--- config.mk ---
export PLATFORM = sky130hd
export DESIGN_NAME = regfile_write_arbiter_flat
export DESIGN_NICKNAME = d
export VERILOG_FILES = /design/src/rtl/regfile_write_arbiter_if.sv /design/src/rtl/regfile_write_arbiter.sv /design/src/flat_wrapper.sv
export SDC_FILE = /design/constraint.sdc
export NUM_CORES = 1
export LEC_CHECK = 0
export ABC_AREA = 1
export BUFFER_PORTS_ARGS = -buffer_cell sky130_fd_sc_hd__buf_2
export CORE_ASPECT_RATIO = 1.75
export CORE_UTILIZATION = 49
export CTS_CLUSTER_DIAMETER = 80
export DETAILED_ROUTE_END_ITERATION = 7
export GPL_ROUTABILITY_DRIVEN = 0
export GPL_TIMING_DRIVEN = 0
export PLACE_DENSITY = 0.91
export SLEW_MARGIN = 20
export SYNTH_ARGS = -nofsm -noshare
export SYNTH_HDL_FRONTEND = slang
export SYNTH_SLANG_ARGS = --single-unit
export TNS_END_PERCENT = 100
--- constraint.sdc ---
create_clock -name clk -period 2.1 [get_ports clk]
set_input_delay 0.105 -clock clk [delete_from_list [all_inputs] [get_ports clk]]
set_output_delay 0.105 -clock clk [all_outputs]
set_load 0.03 [all_outputs]
--- src/rtl/regfile_write_arbiter_if.sv ---
// One writeback requester channel: valid/ready handshake carrying a destination
// register and its data.
interface regfile_write_arbiter_if #(
  parameter int ADDR_WIDTH = 5,
  parameter int REG_WIDTH  = 32
);
  logic                  valid;
  logic                  ready;
  logic [ADDR_WIDTH-1:0] addr;
  logic [REG_WIDTH-1:0]  data;

  modport master (output valid, addr, data, input ready);
  modport slave  (input valid, addr, data, output ready);
endinterface

--- src/rtl/regfile_write_arbiter.sv ---
// Round-robin share of the register-file write port between EX writeback and MEM
// load return, with a registered write stage, pending-write scoreboard and conflict counter.
module regfile_write_arbiter #(
  parameter int REG_WIDTH  = 32,
  parameter int ADDR_WIDTH = 5,
  parameter int CNT_WIDTH  = 16
) (
  input  logic                         clk,
  input  logic                         rst,
  regfile_write_arbiter_if.slave       ex,
  regfile_write_arbiter_if.slave       mem,
  input  logic                         issue_valid,
  input  logic [ADDR_WIDTH-1:0]        issue_addr,
  output logic                         wrEna,
  output logic [ADDR_WIDTH-1:0]        wrAddr,
  output logic [REG_WIDTH-1:0]         wrData,
  output logic [(1<<ADDR_WIDTH)-1:0]   pending,
  output logic [CNT_WIDTH-1:0]         conflicts
);
  localparam int NUM_REGS = 1 << ADDR_WIDTH;

  typedef enum logic {GR_EX = 1'b0, GR_MEM = 1'b1} grant_e;

  grant_e                last_grant, last_grant_nxt;
  logic                  gnt_ex, gnt_mem, xfer, both, wr_real;
  logic [ADDR_WIDTH-1:0] win_addr;
  logic [REG_WIDTH-1:0]  win_data;
  logic [NUM_REGS-1:0]   pending_nxt;

  // Ready is held low while reset is asserted so nothing transfers into a dead write stage.
  always_comb begin
    both           = ex.valid && mem.valid;
    gnt_ex         = rst && ex.valid  && (!mem.valid || last_grant == GR_MEM);
    gnt_mem        = rst && mem.valid && (!ex.valid  || last_grant == GR_EX);
    xfer           = gnt_ex || gnt_mem;
    win_addr       = gnt_ex ? ex.addr : mem.addr;
    win_data       = gnt_ex ? ex.data : mem.data;
    wr_real        = xfer && (win_addr != '0);
    last_grant_nxt = last_grant;
    if (gnt_ex)       last_grant_nxt = GR_EX;
    else if (gnt_mem) last_grant_nxt = GR_MEM;
  end

  assign ex.ready  = gnt_ex;
  assign mem.ready = gnt_mem;

  // Clear is applied before set so a fresh issue to the register being written wins.
  always_comb begin
    pending_nxt = pending;
    if (wrEna) pending_nxt[wrAddr] = 1'b0;
    if (issue_valid && issue_addr != '0) pending_nxt[issue_addr] = 1'b1;
    pending_nxt[0] = 1'b0;
  end

  always_ff @(posedge clk or negedge rst) begin
    if (!rst) begin
      last_grant <= GR_MEM;
      wrEna      <= 1'b0;
      wrAddr     <= '0;
      wrData     <= '0;
      pending    <= '0;
      conflicts  <= '0;
    end else begin
      last_grant <= last_grant_nxt;
      wrEna      <= wr_real;
      // An x0 transfer is swallowed: the port keeps its previous address/data.
      if (wr_real) begin
        wrAddr <= win_addr;
        wrData <= win_data;
      end
      pending <= pending_nxt;
      if (both && conflicts != '1) conflicts <= conflicts + CNT_WIDTH'(1);
    end
  end
endmodule

--- src/flat_wrapper.sv ---
// flat-port wrapper written by rule: the top's interface ports become plain ports
module regfile_write_arbiter_flat 
#(
  parameter int REG_WIDTH  = 32,
  parameter int ADDR_WIDTH = 5,
  parameter int CNT_WIDTH  = 16
)
  (clk, rst, issue_valid, issue_addr, wrEna, wrAddr, wrData, pending, conflicts, ex_valid, ex_addr, ex_data, ex_ready, mem_valid, mem_addr, mem_data, mem_ready);
  regfile_write_arbiter_if #(.ADDR_WIDTH(ADDR_WIDTH), .REG_WIDTH(REG_WIDTH)) ex_i ();
  regfile_write_arbiter_if #(.ADDR_WIDTH(ADDR_WIDTH), .REG_WIDTH(REG_WIDTH)) mem_i ();
  input  logic clk;
  input  logic rst;
  input  logic issue_valid;
  input  logic [ADDR_WIDTH-1:0] issue_addr;
  output logic wrEna;
  output logic [ADDR_WIDTH-1:0] wrAddr;
  output logic [REG_WIDTH-1:0] wrData;
  output logic [(1<<ADDR_WIDTH)-1:0] pending;
  output logic [CNT_WIDTH-1:0] conflicts;
  input wire logic [$bits(ex_i.valid)-1:0] ex_valid;
  input wire logic [$bits(ex_i.addr)-1:0] ex_addr;
  input wire logic [$bits(ex_i.data)-1:0] ex_data;
  output wire logic [$bits(ex_i.ready)-1:0] ex_ready;
  input wire logic [$bits(mem_i.valid)-1:0] mem_valid;
  input wire logic [$bits(mem_i.addr)-1:0] mem_addr;
  input wire logic [$bits(mem_i.data)-1:0] mem_data;
  output wire logic [$bits(mem_i.ready)-1:0] mem_ready;
  assign ex_i.valid = ex_valid;
  assign ex_i.addr = ex_addr;
  assign ex_i.data = ex_data;
  assign ex_ready = ex_i.ready;
  assign mem_i.valid = mem_valid;
  assign mem_i.addr = mem_addr;
  assign mem_i.data = mem_data;
  assign mem_ready = mem_i.ready;
  regfile_write_arbiter #(.REG_WIDTH(REG_WIDTH), .ADDR_WIDTH(ADDR_WIDTH), .CNT_WIDTH(CNT_WIDTH)) u_core (.clk(clk), .rst(rst), .ex(ex_i), .mem(mem_i), .issue_valid(issue_valid), .issue_addr(issue_addr), .wrEna(wrEna), .wrAddr(wrAddr), .wrData(wrData), .pending(pending), .conflicts(conflicts));
endmodule
==> summary.txt <==
Pin count of the biggest net entering global routing: 48
Yosys cell types: 30
Synth Area in XOR/XNOR: 1.19%
Via Count: 4619
Post-Synth Adder-Cell Area: 0.284%
Crit Path Class: register to output port
Slew @ Worst Pin: 0.640 ns
Placed inst area: 5440 um^2
Post-Synthesis Cell Area: 4410 um^2
Synthesized area per cell: 7.93 um^2
Vias in the first global route: 4422
Chip width: 73.7 um
Sw frac: 41.2%
Clock group share of total power: 25.4%
Met3 wire len: 653 um
Unrepaired setup endpoints after global routing: false
Slew Limit Headroom: 57.0%
Nets: 828
Final count of negative-setup-slack endpoints: 0
Final Max Slew Viols: 0
DP Wirelength: 9.50 mm
Clock Sinks: 86
CTS tree: yes
Cell Pwr Density: 1130 nW/um^2
Worst hold path type: input pin to register
Register area share after synthesis: 48.8%
Die ar.: 9400 um^2
Global-route wire length before repair: 19.9 mm
# diodes: 0
Synthesis-to-layout area growth: 32.5%
Clock Latency Late Sink: 0.33 ns
CP Max Fanout: 10
Tcrit/Tclk final: 94.4%
Compound-Gate Fraction of Synth Area: 8.57%
FMAX: 504 MHz
Reg power frac: 37.3%
Detailed Route WL: 12.3 mm
Max cap viols: 0
Grt total ovfl: 0
Syn Nets: 641
DP Worst Slack: -0.264 ns
Main combinational cell family by area after synthesis: simple AND/OR/NAND/NOR gates
Flops & latches, synth: 86
Yosys top cell area share: 48.2%
GRT Total Usage: 27.5%
Met2 routed WL: 6.76 mm
Mux share of post-synthesis cell area: 0%
Final instance area: 5840 um^2
YS warnings: 0
Post-DR wirelength/cell: 14.3 um
Core ar.: 8730 um^2
Share of layout cells above drive strength 1: 31.5%
Critical path capture point type: output port
Shortest period the worst path allows: 1.98 ns
VDD IR max: 0.546 mV
DRT iter0 DRCs: 443
Die Height: 127 um
Post-CTS Setup Inserts: 0
Initial Utilization: 50.5%
DR pass1 iterations: 5
Port bufs: 170
Maximum clock insertion buffer count: 2
Synth Instances: 556
Startpoint types: register
Internal power: 0.00387 W
Root Buffer Master: clkbuf_16
Clock skew: 0.00727 ns
Initial antenna violation count: 0
Gate power share: 37.4%
Largest cells by area after synthesis: dfrtp_1 48%, nand2_1 17%, nand3_1 10%
Required time worst endpoint: 2.00 ns
Outcome: completed
Final WS setup: 0.117 ns
CTS buffer count: 9
DR top layer: met4
Row cnt: 45
# DRC: 0
ANT nets after route: 0
Htree depth: 3
CTS clk-pin slew, worst paths: 0.06 ns
# IOs: 172
Switching pwr: 0.00271 W
Post-Synth Simple-Gate Area: 35.0%
Largest area contributor in the netlist: dfrtp_1
Avg Vias per Cell: 5.35
Met1 wire length: 4.49 mm
Final Hold Vio Count: 0
Leak pwr: 3.07 nW
Crit path DAT: 1.88 ns
[sequential cells by signal, summed over array words and instances, names as in the netlist]
signal / flops
u_core.wrData: 32
u_core.last_grant: 1
u_core.pending: 31
u_core.conflicts: 16
u_core.wrEna: 1
u_core.wrAddr: 5
[power by group through the flow]
| stage | combinational, W | clock (W) | sequential, W |
|---|---|---|---|
| after floorplan | 0.000713 | 0 | 0.00333 |
| after global placement | 0.00236 | 0 | 0.00244 |
| after detailed placement | 0.00243 | 0 | 0.00247 |
| after CTS | 0.00245 | 0.00170 | 0.00245 |
| after global routing | 0.00268 | 0.00176 | 0.00251 |
| final | 0.00246 | 0.00167 | 0.00245 |
[Yosys cell counts, drive strengths merged]
library cell	n
xor2	4
clkinv	2
xnor2	2
nand3b	3
nor2	13
inv	23
clkbuf	6
a21oi	1
dfrtp	85
dfstp	1
o21bai	1
buf	19
nor3	7
nand4	4
o21ai	73
nand2	203
conb	1
ha	1
nand3	107
[logic make-up after synthesis]
family                     after synthesis
and+or+nand+nor                        337
DFF                                     86
AOI/OAI and AO/OA                       75
buffers and inverters                   50
xor gates and xnor gates                 6
adders and majority gates                1
other                                    1
[cell usage in the layout (no fill, tap or decap), drive strengths merged]
cell type / netlist / final
nand4: 4 / 4
conb: 1 / 1
nand3: 107 / 107
o21ai: 73 / 73
clkinvlp: 0 / 3
dfstp: 1 / 1
nor3: 7 / 7
xnor2: 2 / 2
a21oi: 1 / 1
dfrtp: 85 / 85
o21bai: 1 / 1
nand2: 203 / 203
dlygate4sd3: 0 / 2
ha: 1 / 1
clkbuf: 6 / 15
nand3b: 3 / 3
nor2: 13 / 13
bufinv: 0 / 2
inv: 23 / 23
clkinv: 2 / 3
xor2: 4 / 4
buf: 19 / 193
[per-stage QoR]
stage | utilization [%] | hold WS (ns) | TNS [ns] | cells | total power (W)
2_1_floorplan | - | -0.191 | 0 | 556 | 0.00405
3_3_place_gp | 61.9 | 0.425 | -38.90 | 843 | 0.00481
3_5_place_dp | 62.3 | 0.113 | -6.86 | 844 | 0.00490
4_1_cts | 66.9 | 0.0878 | 0 | 864 | 0.00660
5_1_grt | 67.0 | 0.120 | 0 | 864 | 0.00695
6_report | 67.0 | 0.0990 | 0 | 864 | 0.00658
[per-layer routing]
| layer | GRT usage [%] | vias to the layer above |
|---|---|---|
| li1 | - | 2208 |
| met1 | 29.5 | 2151 |
| met2 | 50.0 | 225 |
| met3 | 4.57 | 35 |
| met4 | 13.9 | 0 |
| met5 | 0 | - |
[area by class of cell]
type,instances,area [um^2]
inverter,25,95.1
multi-input combinational,420,1990
tap,117,146
clock inverter,6,87.6
clock buffer,9,225
fill,720,2880
timing repair buffer,176,968
buffer,25,174
sequential,86,2150
[what timing repair did]
action	CTS	global route
setup endpoints to repair	0	9
resized for setup	0	3
hold endpoints to repair	38	0
hold buffers	5	0
[critical path: stages, from the launching register on]
cell	delay, ns
dfstp_2	0.53
inv_1	0.06
nand2_2	0.11
nand2_2	0.09
buf_6	0.14
clkinv_1	0.12
buf_2	0.26
buf_2	0.24
[final timing paths]
path | start | endpoint | slack (ns) | cells after the start
worst max-delay path | u_core.last_grant | ex_ready | 0.12 | 7
worst min-delay path | ex_data[4] | u_core.wrData[4] | 0.1 | 5
worst max register to register | u_core.last_grant | u_core.wrData[17] | 0.19 | 10
worst min register to register | u_core.wrData[31] | u_core.wrData[31] | 0.50 | 2
max in group asynchronous | rst | u_core.wrData[5] | 1.19 | 4
min in group asynchronous | rst | u_core.pending[3] | 0.44 | 4
Note: power is estimated with default switching activity, not from simulation.
